--- config.mk ---
export PLATFORM = sky130hd
export DESIGN_NAME = simplez_screen_flat
export DESIGN_NICKNAME = d
export VERILOG_FILES = /design/src/rtl/simplez_pkg.sv /design/src/rtl/simplez_screen_if.sv /design/src/rtl/baud_tick.sv /design/src/rtl/simplez_screen.sv /design/src/flat_wrapper.sv
export SDC_FILE = /design/constraint.sdc
export NUM_CORES = 1
export LEC_CHECK = 0
export BUFFER_PORTS_ARGS = -buffer_cell sky130_fd_sc_hd__buf_2
export CAP_MARGIN = 25
export CORE_MARGIN = 4
export CORE_UTILIZATION = 40
export CTS_CLUSTER_DIAMETER = 150
export DETAILED_ROUTE_END_ITERATION = 8
export SLEW_MARGIN = 15
export SYNTH_ARGS = -nofsm -noshare
export SYNTH_HDL_FRONTEND = slang
export SYNTH_SLANG_ARGS = --single-unit
--- constraint.sdc ---
create_clock -name clk -period 6 [get_ports clk]
set_clock_uncertainty 0.15 [all_clocks]
set_input_delay 0.6 -clock clk [delete_from_list [all_inputs] [get_ports clk]]
set_output_delay 0.6 -clock clk [all_outputs]
set_load 0.005 [all_outputs]
--- src/rtl/simplez_pkg.sv ---
// Shared Simplez bus constants, I/O map and serial FSM states.
// Used by the screen port and the future keyboard port.
package simplez_pkg;

  localparam int unsigned ADDRW = 9;
  localparam int unsigned DATAW = 12;

  localparam int unsigned ADDR_KBD_STATUS = 508;
  localparam int unsigned ADDR_KBD_DATA   = 509;
  localparam int unsigned ADDR_SCR_STATUS = 510;
  localparam int unsigned ADDR_SCR_DATA   = 511;

  typedef enum logic [1:0] {
    S_IDLE,
    S_START,
    S_DATA,
    S_STOP
  } state_e;

endpackage

--- src/rtl/simplez_screen_if.sv ---
// CPU bus view of the screen port plus its serial/status outputs.
// master = CPU side, slave = peripheral side.
interface simplez_screen_if
  import simplez_pkg::*;
#(
  parameter int unsigned AW = ADDRW,
  parameter int unsigned DW = DATAW
);
  logic [AW-1:0] addr;
  logic          rd;
  logic          wr;
  logic [DW-1:0] data_in;
  logic          sel;
  logic [DW-1:0] data_out;
  logic          tx;
  logic          busy;

  modport master (
    output addr, rd, wr, data_in,
    input  sel, data_out, tx, busy
  );

  modport slave (
    input  addr, rd, wr, data_in,
    output sel, data_out, tx, busy
  );
endinterface

--- src/rtl/baud_tick.sv ---
// Bit-period divider: one-cycle tick every BAUD_DIV enabled cycles.
// Held at zero while disabled so each frame starts a full bit.
module baud_tick #(
  parameter int unsigned BAUD_DIV = 104
) (
  input  logic clk,
  input  logic rst,
  input  logic en,
  output logic tick
);
  localparam int unsigned CW = $clog2(BAUD_DIV);
  localparam logic [CW-1:0] LAST = CW'(BAUD_DIV - 1);

  logic [CW-1:0] cnt_q, cnt_d;

  always_comb begin
    cnt_d = cnt_q;
    if (!en) begin
      cnt_d = '0;
    end else if (cnt_q == LAST) begin
      cnt_d = '0;
    end else begin
      cnt_d = cnt_q + 1'b1;
    end
  end

  assign tick = en && (cnt_q == LAST);

  always_ff @(posedge clk or posedge rst) begin
    if (rst) begin
      cnt_q <= '0;
    end else begin
      cnt_q <= cnt_d;
    end
  end
endmodule

--- src/rtl/simplez_screen.sv ---
// Simplez memory-mapped screen port: status/data registers
// and an 8N1 transmitter driven from a registered tx line.
module simplez_screen #(
  parameter int unsigned ADDRW       = simplez_pkg::ADDRW,
  parameter int unsigned DATAW       = simplez_pkg::DATAW,
  parameter int unsigned BAUD_DIV    = 104,
  parameter int unsigned ADDR_STATUS = simplez_pkg::ADDR_SCR_STATUS,
  parameter int unsigned ADDR_DATA   = simplez_pkg::ADDR_SCR_DATA
) (
  input  logic clk,
  input  logic rst,
  simplez_screen_if.slave bus
);
  simplez_pkg::state_e state_q, state_d;

  logic [7:0]       byte_q, byte_d;
  logic [2:0]       bit_q, bit_d, bit_nxt;
  logic             tx_q, tx_d;
  logic             ovr_q, ovr_d;
  logic [DATAW-1:0] dout_q, dout_d;
  logic [DATAW-1:0] st_word, dt_word;
  logic             tick, hit_st, hit_dt, wr_dt;
  logic             ready, stop_end, accept, reject;
  logic             unused_hi;

  baud_tick #(.BAUD_DIV(BAUD_DIV)) u_tick (
    .clk  (clk),
    .rst  (rst),
    .en   (state_q != simplez_pkg::S_IDLE),
    .tick (tick)
  );

  assign hit_st = bus.addr == ADDRW'(ADDR_STATUS);
  assign hit_dt = bus.addr == ADDRW'(ADDR_DATA);
  assign wr_dt  = bus.wr && hit_dt;
  assign ready  = state_q == simplez_pkg::S_IDLE;

  // the last stop tick doubles as ready so frames can abut
  assign stop_end = (state_q == simplez_pkg::S_STOP) && tick;
  assign accept   = wr_dt && (ready || stop_end);
  assign reject   = wr_dt && !accept;

  assign bit_nxt = bit_q + 3'd1;
  assign st_word = {{(DATAW-2){1'b0}}, ovr_q, ready};
  assign dt_word = {{(DATAW-8){1'b0}}, byte_q};
  assign unused_hi = ^bus.data_in[DATAW-1:8];

  always_comb begin
    state_d = state_q;
    bit_d   = bit_q;
    tx_d    = tx_q;
    byte_d  = byte_q;
    ovr_d   = ovr_q;
    dout_d  = dout_q;
    if (bus.rd) begin
      dout_d = hit_st ? st_word :
               hit_dt ? dt_word : '0;
    end
    if (bus.rd && hit_st) ovr_d = 1'b0;
    if (reject) ovr_d = 1'b1;
    if (accept) begin
      state_d = simplez_pkg::S_START;
      tx_d    = 1'b0;
      bit_d   = 3'd0;
      byte_d  = bus.data_in[7:0];
    end else if (tick) begin
      unique case (state_q)
        simplez_pkg::S_IDLE: ;
        simplez_pkg::S_START: begin
          state_d = simplez_pkg::S_DATA;
          tx_d    = byte_q[0];
        end
        simplez_pkg::S_DATA: begin
          if (bit_q == 3'd7) begin
            state_d = simplez_pkg::S_STOP;
            tx_d    = 1'b1;
          end else begin
            bit_d = bit_nxt;
            tx_d  = byte_q[bit_nxt];
          end
        end
        simplez_pkg::S_STOP: state_d = simplez_pkg::S_IDLE;
      endcase
    end
  end

  always_ff @(posedge clk or posedge rst) begin
    if (rst) begin
      state_q <= simplez_pkg::S_IDLE;
      bit_q   <= 3'd0;
      tx_q    <= 1'b1;
      byte_q  <= 8'd0;
      ovr_q   <= 1'b0;
      dout_q  <= '0;
    end else begin
      state_q <= state_d;
      bit_q   <= bit_d;
      tx_q    <= tx_d;
      byte_q  <= byte_d;
      ovr_q   <= ovr_d;
      dout_q  <= dout_d;
    end
  end

  assign bus.sel      = hit_st || hit_dt;
  assign bus.data_out = dout_q;
  assign bus.tx       = tx_q;
  assign bus.busy     = !ready;
endmodule

--- src/flat_wrapper.sv ---
// flat-port wrapper written by rule: the top's interface ports become plain ports
module simplez_screen_flat 
#(
  parameter int unsigned ADDRW       = simplez_pkg::ADDRW,
  parameter int unsigned DATAW       = simplez_pkg::DATAW,
  parameter int unsigned BAUD_DIV    = 104,
  parameter int unsigned ADDR_STATUS = simplez_pkg::ADDR_SCR_STATUS,
  parameter int unsigned ADDR_DATA   = simplez_pkg::ADDR_SCR_DATA
)
  (clk, rst, bus_addr, bus_rd, bus_wr, bus_data_in, bus_sel, bus_data_out, bus_tx, bus_busy);
  simplez_screen_if #(.AW(9), .DW(12)) bus_i ();
  input  logic clk;
  input  logic rst;
  input wire logic [$bits(bus_i.addr)-1:0] bus_addr;
  input wire logic [$bits(bus_i.rd)-1:0] bus_rd;
  input wire logic [$bits(bus_i.wr)-1:0] bus_wr;
  input wire logic [$bits(bus_i.data_in)-1:0] bus_data_in;
  output wire logic [$bits(bus_i.sel)-1:0] bus_sel;
  output wire logic [$bits(bus_i.data_out)-1:0] bus_data_out;
  output wire logic [$bits(bus_i.tx)-1:0] bus_tx;
  output wire logic [$bits(bus_i.busy)-1:0] bus_busy;
  assign bus_i.addr = bus_addr;
  assign bus_i.rd = bus_rd;
  assign bus_i.wr = bus_wr;
  assign bus_i.data_in = bus_data_in;
  assign bus_sel = bus_i.sel;
  assign bus_data_out = bus_i.data_out;
  assign bus_tx = bus_i.tx;
  assign bus_busy = bus_i.busy;
  simplez_screen #(.ADDRW(ADDRW), .DATAW(DATAW), .BAUD_DIV(BAUD_DIV), .ADDR_STATUS(ADDR_STATUS), .ADDR_DATA(ADDR_DATA)) u_core (.clk(clk), .rst(rst), .bus(bus_i));
endmodule
# Word level (Yosys, flattened, before mapping)
# Index checks and enable logic that the tools add are counted.
# word_totals
reg_bits	34
inputBits	25
output_inout_bits	15
# op_classes
addsub	2
n_lt_le_gt_ge	1
eq_ne	9
mux	20
n_reduce_logical	20
# ops
op	count
$eq A9 B9 Y1 const B	2
$mux W7	2
$mux W12	1
$mux W3	4
$mux W8	1
$reduce_bool A2 Y1	4
$add A7 B1 Y7 const B	1
$eq A7 B7 Y1 const B	1
$logic_and A1 B1 Y1	6
$mux W1	6
$mux W2	3
$pmux W2 S3	1
$reduce_and A3 Y1	2
$eq A2 B2 Y1 const B	2
$lt A3 B4 Y1 const B	1
$reduce_bool A4 Y1	1
$add A3 B1 Y3 const B	1
$bmux W1 S3	1
$eq A3 B3 Y1 const B	1
$ne A3 B1 Y1 const B	1
$reduce_bool A3 Y1	1
$eq A2 B1 Y1 const B	1
$logic_not A1 Y1	2
$logic_not A2 Y1	1
other kinds (4)	5

# Longest topological paths before layout
# Gate-level depths: netlist (run 1).
# logic_depth
ltp_word	8
ltp_mapped	7
depth_no_buf	7

# Modules after synthesis
# A second synthesis (run 1) with hierarchy kept.
# unflattened
hier_cells	130
area_unflattened_um2	1567.8
# modules_own_cells
module	n_inst	cells_each	area_per_inst_um2
simplez_screen	1	96	1229.9
baud_tick	1	34	337.8

# Worst setup path before layout (run 1)
# OpenSTA, ideal clock, no wires.
# synth_path
kind	register to register
start	register u_core.bit_q[0]
end	register u_core.tx_q (netlist: u_core.bus.tx)
setup_ps	84
arrival_ps	1715
path_slack_ps	4050
stages_incl_launch_ff	6
path_buffers	0
synth_period_minus_slack_ps	1950
cell_sequence	dfrtp_1 -> ha_1 -> mux4_2 -> mux2_2 -> o221ai_1 -> o22ai_1
# synth_via
elab_chain_len	7
word_cells_on_any_way	8
classes_between	add/sub: 1; eq/ne: 1; mux: 6
# synth_rtl
item	line	text
start: declaration	simplez_screen.sv:17	logic [2:0] bit_q, bit_d, bit_nxt;
start signal: assignment	simplez_screen.sv:97	bit_q <= bit_d;
$add A3 B1 Y3	simplez_screen.sv:43	assign bit_nxt = bit_q + 3'd1;
$bmux W1 S3	simplez_screen.sv:79	tx_d = byte_q[bit_nxt];
$mux W1 (implied by the code)	simplez_screen.sv:79	
$mux W1 *	simplez_screen.sv:74	if (bit_q == 3'd7) begin
$pmux W1 S2 *	simplez_screen.sv:67	unique case (state_q)
$mux W1 *	simplez_screen.sv:66	end else if (tick) begin
$mux W1 *	simplez_screen.sv:61	if (accept) begin
end signal: assignment	simplez_screen.sv:98	tx_q <= tx_d;
end: declaration	simplez_screen.sv:18	logic tx_q, tx_d;
# Mark *: on every way between the ends. The rest lies on a longest branch, timed or not. The select of a mux whose other input is x is not followed.
# A chain may end at the register's enable or synchronous reset.

# Worst setup path after layout (run 1)
# layout_path
start	register u_core.state_q[1]
end	register u_core.state_q[0]
# layout_via
elab_chain_len	7
word_cells_on_any_way	16
classes_between	eq/ne: 4; mux: 3; reduce/logical: 9
# layout_rtl
item	line	text
start: declaration	simplez_screen.sv:14	simplez_pkg::state_e state_q, state_d;
start signal: assignment	simplez_screen.sv:89	state_q <= simplez_pkg::S_IDLE;
start signal: assignment	simplez_screen.sv:96	state_q <= state_d;
$reduce_bool A2 Y1	simplez_screen.sv:29	.en (state_q != simplez_pkg::S_IDLE),
$logic_and A1 B1 Y1	baud_tick.sv:27	assign tick = en && (cnt_q == LAST);
$logic_and A1 B1 Y1	simplez_screen.sv:39	assign stop_end = (state_q == simplez_pkg::S_STOP) && tick;
$logic_or A1 B1 Y1	simplez_screen.sv:40	assign accept = wr_dt && (ready || stop_end);
$logic_and A1 B1 Y1	simplez_screen.sv:40	
$ne A3 B1 Y1 (no line) (tied with other cells)	--	
$reduce_and A3 Y1 (no line)	--	
# Parallel ways exist; a longest one is shown, timed or not. The select of a mux whose other input is x is not followed.

==> run_results.csv, run 1 <==
group,metric,value,unit
outcome,status,"complete, no violations",
logic_synthesis,yosysTopAreaCell,"dfrtp_1",
worst_setup_path,slowest_delay,0.72,ns
global_routing,grt_pass1_vias,1236,
sta,setup_viol,0,
sta,fin_setup_tns,0,ns
sta,min_period_over_period,40.70,%
worst_setup_path,timing.critical_path.fanout_max,14,
final_layout,syn2layout_area_growth,16.84,%
logic_synthesis,synth_fa_ha_area_share,5.263,%
logic_synthesis,synthMuxAreaShare,11.95,%
final_layout,drive_gt1_share,34.41,%
worst_setup_path,path_class,"reg2reg",
power_and_ir_drop,ir_drop,0.1273,mV
place,gp_congestion,0.7909,
worst_setup_path,reg2reg_slack,3.56,ns
sta,finalMaxSlewViolations,0,
worst_setup_path,cp_slowest_cell,"o21ai_2",
sta,rsz0062_at_grt,"false",
worst_setup_path,end_kind,"flip-flop",
final_layout,fill_cells,401,
logic_synthesis,synth.avg_cell_area,10.95,sq um
logic_synthesis,syn_area,1664,sq um
sta,final.setup.worst_slack,3.558,ns
final_layout,multi_input_area,792.0,sq um
logic_synthesis,ys_ff_latch,30,
sta,period_needed,2.442,ns
worst_setup_path,crit_chain,"inv_1 > ha_1 > o21ai_2 > nand2_1 > o32a_1",
run,drv_cap,0,
clock_network,clk_path_buf_depth,2,
clock_network,cts_setup_buffers,0,
final_layout,fin_nets,217,
clock_network,root_buffer,"clkbuf_8",
place,portBuffers,31,
logic_synthesis,synth_compound_area_share,12.48,%
place,dp_slack,3.545,ns
logic_synthesis,synth_top_area_share,43.61,%
logic_synthesis,synth_edf_count,0,
detailed_routing,via_per_inst,5.089,
sta,max_freq,409.5,MHz
hold_path,min_path_type,"in2async",
die,core_area,4000,sq um
final_layout,regArea,752.0,sq um
logic_synthesis,ys_seq_area_share,45.19,%
die,io_pins,40,
global_routing,grt_first_pass_wirelength,5464,microns
die,die_y,72.50,microns
worst_setup_path,crit_family,"compound AO/OA/AOI/OAI gates",
power_and_ir_drop,power_density,197.0,nW/um^2
worst_setup_path,r2r-start,"u_core.state_q[1]",
global_routing,grt_max_degree,17,
die,initial_core_util,41.60,%
place,hpwl,2542,microns
final_layout,antenna_cells,0,
die,rows,23,
sta,slew_headroom,45.54,%
worst_setup_path,startpoint,"u_core.state_q[1]",
detailed_routing,drc,0,
sta,worstMarginPinSlew,0.8167,ns
logic_synthesis,synth-simple-area-share,14.89,%
global_routing,overflow,0,
worst_setup_path,path_buf_inv,1,
clock_network,ctsResizeCount,0,
global_routing,antenna_found_initial,0,
logic_synthesis,synthCells,152,
clock_network,htreeDepth,2,
worst_setup_path,crit_arrival,2.46,ns
global_routing,track_usage,13.53,%
logic_synthesis,ys.warnings.count,0,
worst_setup_path,required,6.02,ns
detailed_routing,vias,1201,
detailed_routing,postRouteAntennaNets,0,
logic_synthesis,async_flop_share,100.0,%
logic_synthesis,yosysUniqueCellTypes,41,
clock_network,cts_sinks,30,
clock_network,path_clk_slew,0.06,ns
detailed_routing,dr.pass1.iters,4,
clock_network,cts_tree,"yes",
die,die_area,5256,sq um
clock_network,numCtsBuffers,5,
power_and_ir_drop,leakage,0.0009473,uW
detailed_routing,drtIter0Drc,34,
detailed_routing,wirelength,3239,microns
clock_network,clock_latency,0.28,ns
worst_setup_path,startpoint_type,"flip-flop",
logic_synthesis,synth-xor-area-share,2.105,%
clock_network,hold_buffers,0,
die,die_x,72.50,microns
logic_synthesis,synth_top_family_by_area,"simple AND/OR/NAND/NOR gates",
logic_synthesis,synth_ff_type,"dfrtp_1",
detailed_routing,wl_per_cell,13.72,microns
logic_synthesis,yosys-top-cells-area,"dfrtp_1 44%, mux2_4 7.2%, ha_1 5.3%",
sta,hold_viol,0,
## layer usage
| layer | global-route usage [%] | vias to the layer above | routed length, microns |
|---|---|---|---|
| li1 | - | 583 | - |
| met1 | 16.52 | 579 | 1423 |
| met2 | 22.45 | 32 | 1543 |
| met3 | 3.878 | 7 | 216 |
| met4 | 5.533 | 0 | 55 |
| met5 | 0 | - | 0 |
## cell usage in the layout, fill, tap and decap left out, types with 2 or more instances in the layout
master and instances:
conb_1 4, buf_2 31, xor2_1 2, inv_1 17, nand2b_1 2, ha_1 7
mux4_2 2, clkbuf_8 6, mux2_2 3, nand3_1 4, o21ai_0 14, a22o_1 2
dfrtp_1 29, nor4_4 2, nand4_1 2, xnor2_1 2, mux2_4 8, nor2_1 10
a21oi_1 4, nand2_1 12
## cell families (layout without fill, tap and decap cells)
group                      after synthesis  count (layout)
muxes                                   13              13
buffers and inverters                   26              57
AOI/OAI and AO/OA                       32              32
DFF                                     30              30
xor gates and xnor gates                 4               4
other                                    1               4
and+or+nand+nor                         39              39
adders and majority gates                7               7
## flip-flops by register name (all words and copies together), names as in the netlist
name	count
u_core.bus.tx	1
u_core.bit_q	3
u_core.ovr_q	1
u_core.state_q	2
u_core.bus.data_out	8
u_core.byte_q	8
u_core.u_tick.cnt_q	7
## path summary, 6_finish.rpt
path | end | cells after the start
max | u_core.state_q[0] | 5
min | u_core.u_tick.cnt_q[0] | 2
max reg2reg | u_core.state_q[0] | 5
min reg2reg | u_core.u_tick.cnt_q[0] | 1
max in group asynchronous | u_core.byte_q[0] | 3
min in group clk | u_core.u_tick.cnt_q[0] | 1
## Yosys cell counts, types with 2 or more instances
master,count
xor2_1,2
clkbuf_1,2
xnor2_1,2
a22o_1,2
inv_1,17
nor2_1,10
mux2_4,8
nand2_1,12
a21oi_1,4
nand3_1,4
buf_6,2
o21ai_0,14
mux2_2,3
nor4_4,2
nand2b_1,2
ha_1,7
buf_4,5
mux4_2,2
nand4_1,2
dfrtp_1,29
## worst register-to-register path, stage by stage (launching register included)
cell     delay (ns)
dfrtp_1        0.47
inv_1          0.09
ha_1           0.34
o21ai_2        0.72
nand2_1        0.18
o32a_1         0.37
## cell type report
type                    count  share of cell area, %
clock buffers               7                  4.440
clock inverters             1                 0.2574
inverters                  17                  3.282
multi-input cells          99                  40.73
flip-flops and latches     30                  38.67
well taps                  50                  3.218
repair buffers             32                  9.395
## metrics by stage
step	total power (uW)	util (%)	hold WS, ns	instances	instance area [sq um]
final	383.0	48.61	0.2507	236	1944
after global routing	399.6	48.61	0.3013	236	1944
after CTS	387.9	48.61	0.2727	236	1944
after detailed placement	222.5	46.32	0.3144	228	1853
after global placement	219.6	45.64	0.2989	227	1826
after floorplan	213.5	-	0.2748	155	1675
## power breakdown
part | leakage [uW] | internal [uW] | total, uW | switching, uW
clock | 0.0000482 | 92.3 | 165 | 72.2
sequential | 0.000391 | 202 | 202 | 0.0103
combinational | 0.000508 | 6.99 | 16.1 | 9.11
Note: power is estimated with default switching activity, not from simulation.
==> inputs of run 2 (changes only) <==
--- a/config.mk
+++ b/config.mk
@@ -5,6 +5,7 @@
 export SDC_FILE = /design/constraint.sdc
 export NUM_CORES = 1
 export LEC_CHECK = 0
+export ABC_AREA = 1
 export BUFFER_PORTS_ARGS = -buffer_cell sky130_fd_sc_hd__buf_2
 export CAP_MARGIN = 25
 export CORE_MARGIN = 4
==> constraint.sdc (replaced) <==
create_clock -name clk -period 2.6 [get_ports clk]
set_clock_uncertainty 0.15 [all_clocks]
set_input_delay 0.26 -clock clk [delete_from_list [all_inputs] [get_ports clk]]
set_output_delay 0.26 -clock clk [all_outputs]
set_load 0.005 [all_outputs]
==> run_results.csv, run 2 <==
group,metric,value,unit
global_routing,overflow,0,
place,gp_congestion,0.7578,
clock_network,path_clk_slew,0.07,ns
place,hpwl,2335,microns
die,core_area,3971,sq um
die,rows,23,
global_routing,grt_max_degree,31,
power_and_ir_drop,leakage,0.001080,uW
final_layout,drive_gt1_share,28.70,%
global_routing,grt_first_pass_wirelength,4885,microns
worst_setup_path,crit_chain,"inv_1 > ha_1 > inv_1 > nand2_2 > nand2_4 > clkinv_4 > o21ai_2 > nand2_1 > nand2_1",
logic_synthesis,synth.avg_cell_area,8.595,sq um
run,drv_cap,0,
logic_synthesis,ys_seq_area_share,45.81,%
place,portBuffers,31,
logic_synthesis,synth_edf_count,0,
worst_setup_path,required,2.68,ns
worst_setup_path,timing.critical_path.fanout_max,13,
detailed_routing,postRouteAntennaNets,0,
worst_setup_path,cp_slowest_cell,"dfrtp_1",
clock_network,clk_path_buf_depth,2,
die,die_y,72.06,microns
detailed_routing,drc,0,
final_layout,final_area,1981,sq um
clock_network,cts_sinks,30,
die,initial_core_util,41.34,%
logic_synthesis,netlist_top_cells_count,"53 x nand2_1, 29 x dfrtp_1, 24 x inv_1, 10 x nor2_1",
worst_setup_path,end_kind,"flip-flop",
clock_network,htreeDepth,2,
final_layout,regArea,752.0,sq um
global_routing,track_usage,12.23,%
detailed_routing,wl_per_cell,10.78,microns
logic_synthesis,ys_ff_latch,30,
sta,hold_viol,0,
power_and_ir_drop,power_density,552.2,nW/um^2
clock_network,root_buffer,"clkbuf_8",
worst_setup_path,crit_arrival,1.91,ns
place,dpl-instance-area,1828,sq um
sta,max_freq,547.5,MHz
global_routing,grt_pass1_vias,1100,
final_layout,antenna_cells,0,
final_layout,final_core_util,49.87,%
die,die_area,5193,sq um
sta,finalMaxSlewViolations,0,
outcome,status,"complete, no violations",
logic_synthesis,yosysUniqueCellTypes,29,
clock_network,cts_tree,"yes",
final_layout,syn2layout_area_growth,20.66,%
sta,rsz0062_at_grt,"false",
worst_setup_path,path_class,"reg2reg",
power_and_ir_drop,ir_drop,0.2841,mV
sta,fin_setup_tns,0,ns
worst_setup_path,path_buf_inv,3,
sta,fin_hold_ws,0.02032,ns
sta,period_needed,1.826,ns
die,io_pins,40,
final_layout,instances_no_fill,280,
final_layout,layout_commonest_cell,"nand2_1",
final_layout,fin_nets,261,
logic_synthesis,syn_area,1642,sq um
logic_synthesis,yosysMostFrequentCell,"nand2_1",
detailed_routing,via_per_inst,4.496,
place,place_inst,271,
detailed_routing,vias,1259,
logic_synthesis,synth_top_area_share,44.21,%
sta,setup_viol,0,
clock_network,clock_latency,0.29,ns
logic_synthesis,synthCells,191,
worst_setup_path,slowest_delay,0.37,ns
worst_setup_path,startpoint_type,"flip-flop",
final_layout,fill_cells,379,
global_routing,antenna_found_initial,0,
detailed_routing,dr.pass1.iters,4,
logic_synthesis,ys.warnings.count,0,
logic_synthesis,yosysTopAreaCell,"dfrtp_1",
sta,min_period_over_period,70.25,%
hold_path,min_path_type,"in2reg",
clock_network,ctsResizeCount,0,
clock_network,numCtsBuffers,5,
detailed_routing,wirelength,3017,microns
logic_synthesis,yosys-top-cells-area,"dfrtp_1 44%, nand2_1 12%, inv_1 5.5%",
logic_synthesis,async_flop_share,100.0,%
logic_synthesis,synth_ff_type,"dfrtp_1",
die,die_x,72.06,microns
detailed_routing,drtIter0Drc,44,
final_layout,final_cell_mix,"53 x nand2_1, 31 x buf_2, 29 x dfrtp_1",
worst_setup_path,crit_family,"buffers and inverters",
final_layout,multi_input_area,744.5,sq um
-- run 2: cell type report --
class | count | share of cell area, %
Sequential cell | 30 | 37.97
Multi-Input combinational cell | 132 | 37.59
Timing Repair Buffer | 33 | 8.718
Inverter | 27 | 5.370
Clock buffer | 6 | 4.169
Tap cell | 50 | 3.159
Clock inverter | 2 | 3.032
-- run 2: final timing paths --
check,startpoint,endpoint,slack [ns],cells past startpoint
max,u_core.state_q[0],u_core.bit_q[2],0.77,9
min,bus_data_in[6],u_core.byte_q[6],0.02,3
max reg2reg,u_core.state_q[0],u_core.bit_q[2],0.77,9
min reg2reg,u_core.bus.tx,u_core.bus.tx,0.32,2
max in group asynchronous,rst,u_core.bus.tx,1.55,4
min in group asynchronous,rst,u_core.bit_q[2],0.44,4
-- run 2: report_power, final --
part	internal, uW	switching (uW)	total [uW]
clock	409	180	588
combinational	15.3	22.0	37.3
sequential	468	0.459	468
total	892	202	1090
-- run 2: logic make-up after synthesis --
group | after synthesis | share of synthesized area (%)
xor+xnor | 2 | 1.067
fa+ha+maj | 7 | 5.335
compound gates | 25 | 9.985
simple gates | 94 | 28.05
buf+inv | 32 | 9.528
other cells | 1 | 0.2284
flops | 30 | 45.81
-- run 2: metal layers --
layer	GRT usage [%]	wire, microns	up-vias
li1	-	-	673
met1	16.08	1476	548
met2	18.10	1273	33
met3	4.155	210	5
met4	5.637	56	0
met5	0	0	-
-- run 2: per-stage QoR --
stage	power, uW	setup WS [ns]
final	1094	0.7736
after global routing	1126	0.5394
after CTS	1105	0.7446
after detailed placement	513.6	0.7588
after global placement	513.7	0.7602
after floorplan	497.1	0.9799
-- run 2: timing repair --
| action | CTS | global route |
|---|---|---|
| endpoints found under the hold margin | 29 | 0 |
| setup buffers | 0 | 0 |
| hold buffers | 1 | 0 |
-- run 2: tightest hold or removal path, stage by stage --
cell and delay, ns:
buf_2 0.08, nand2_2 0.04, nand2_1 0.04
==> inputs of run 3 (changes only) <==
==> constraint.sdc (replaced) <==
create_clock -name clk -period 1.8 [get_ports clk]
set_clock_uncertainty 0.15 [all_clocks]
set_input_delay 0.18 -clock clk [delete_from_list [all_inputs] [get_ports clk]]
set_output_delay 0.18 -clock clk [all_outputs]
set_load 0.005 [all_outputs]
==> run_results.csv, run 3 (synthesis gave the netlist of run 2 again) <==
group,metric,value,unit
final_layout,final_cell_mix,"53 x nand2_1, 31 x buf_2, 29 x dfrtp_1",
global_routing,antenna_found_initial,0,
clock_network,numCtsBuffers,5,
clock_network,clock_latency,0.29,ns
final_layout,drive_gt1_share,29.63,%
worst_setup_path,reg2reg_slack,0.12,ns
clock_network,cts_sinks,30,
place,hpwl,2457,microns
final_layout,antenna_cells,0,
worst_setup_path,reg2reg_depth,10,
global_routing,track_usage,13.81,%
final_layout,layout_commonest_cell,"nand2_1",
place,gp_congestion,0.7364,
sta,worstMarginPinSlew,0.5593,ns
worst_setup_path,crit_arrival,1.70,ns
sta,min_period_over_period,93.14,%
clock_network,cts_setup_buffers,0,
final_layout,final_area,2121,sq um
clock_network,clk_path_buf_depth,2,
global_routing,overflow,0,
detailed_routing,via_per_inst,4.502,
place,dp_slack,0.07521,ns
detailed_routing,drtIter0Drc,52,
worst_setup_path,startpoint_type,"flip-flop",
power_and_ir_drop,power_density,750.8,nW/um^2
sta,finalMaxSlewViolations,0,
detailed_routing,drc,0,
hold_path,holdPathEnd,"u_core.bus.data_out[0]",
place,portBuffers,31,
sta,setup_viol,0,
sta,final.setup.worst_slack,0.1234,ns
global_routing,grt_first_pass_wirelength,5340,microns
sta,period_needed,1.677,ns
die,die_y,72.06,microns
clock_network,cts_tree,"yes",
worst_setup_path,rr_endpoint,"u_core.state_q[0]",
clock_network,root_buffer,"clkbuf_8",
detailed_routing,vias,1319,
final_layout,fin_nets,274,
power_and_ir_drop,p_total,1592,uW
detailed_routing,wirelength,3247,microns
final_layout,syn2layout_area_growth,29.19,%
outcome,status,"complete, no violations",
sta,hold_viol,0,
detailed_routing,postRouteAntennaNets,0,
die,io_pins,40,
worst_setup_path,end_kind,"flip-flop",
worst_setup_path,path_class,"reg2reg",
detailed_routing,dr.pass1.iters,4,
die,rows,23,
run,drv_cap,0,
sta,slew_headroom,62.68,%
hold_path,min_from,"bus_addr[0]",
die,initial_core_util,41.34,%
hold_path,min_path_cells,4,
die,core_area,3971,sq um
die,die_x,72.06,microns
worst_setup_path,r2r-start,"u_core.u_tick.cnt_q[0]",
detailed_routing,wl_per_cell,11.08,microns
global_routing,grt_max_degree,19,
hold_path,min_path_type,"in2reg",
final_layout,fill_cells,380,
power_and_ir_drop,ir_drop,0.5711,mV
place,dpl-instance-area,1878,sq um
clock_network,path_clk_slew,0.06,ns
worst_setup_path,timing.critical_path.fanout_max,8,
global_routing,grt_pass1_vias,1203,
sta,max_freq,596.5,MHz
power_and_ir_drop,leakage,0.001145,uW
die,die_area,5193,sq um
clock_network,htreeDepth,2,
worst_setup_path,required,1.82,ns
[run 3: power breakdown]
part	switching, uW	internal, uW	total (uW)
combinational	35.5	36.2	71.7
clock	254	590	844
sequential	0.675	676	676
total	290	1300	1590
[run 3: layout make-up]
type | count | area, sq um | share of cell area (%)
clock buffer | 6 | 82.58 | 3.894
clock inverter | 2 | 60.06 | 2.832
inverter | 27 | 113.9 | 5.369
multi-input combinational | 132 | 747.0 | 35.22
sequential | 30 | 752.0 | 35.46
tap | 50 | 62.56 | 2.950
timing repair buffer | 46 | 302.8 | 14.28
[run 3: metal layers]
layer	GRT usage (%)	wire length, microns	up-vias
li1	-	-	702
met1	17.33	1512	583
met2	20.53	1456	28
met3	5.125	202	6
met4	7.516	76	0
met5	0	0	-
[run 3: what timing repair did]
item / in CTS / in global routing
hold endpoints to repair: 19 / 0
endpoints found under the setup margin: 0 / 4
hold buffers: 9 / 0
resized for setup: 0 / 3
[run 3: through the flow]
step	TNS, ns	hold WS (ns)	std cells	util (%)
after floorplan	0	0.1201	194	-
after global placement	0	0.1029	276	47.29
after detailed placement	0	0.1105	276	47.29
after CTS	0	0.07028	293	53.15
after global routing	-0.07982	0.1013	293	53.40
final	0	0.08367	293	53.40
[run 3: how the worst max path moves through the flow]
| stage | to | slack [ns] | from |
|---|---|---|---|
| 2_1_floorplan | u_core.bus.tx | 0.18 | u_core.bit_q[0] |
| 3_3_place_gp | u_core.bit_q[1] | 0.10 | u_core.u_tick.cnt_q[0] |
| 3_5_place_dp | u_core.bit_q[2] | 0.08 | u_core.u_tick.cnt_q[0] |
| 4_1_cts | u_core.bit_q[2] | 0.06 | u_core.u_tick.cnt_q[0] |
| 5_1_grt | u_core.state_q[1] | -0.03 | u_core.u_tick.cnt_q[0] |
| 6_report | u_core.state_q[0] | 0.12 | u_core.u_tick.cnt_q[0] |
[run 3: critical path, cell delays in order (launching register included)]
cell and delay (ns):
dfrtp_1 0.39, ha_2 0.22, nand2_2 0.08, nor2_2 0.14, nand3_2 0.09, nand2_2 0.08, nand2_4 0.11, nand2_4 0.11
nand3_2 0.08, nand2_1 0.06, nand2_1 0.05
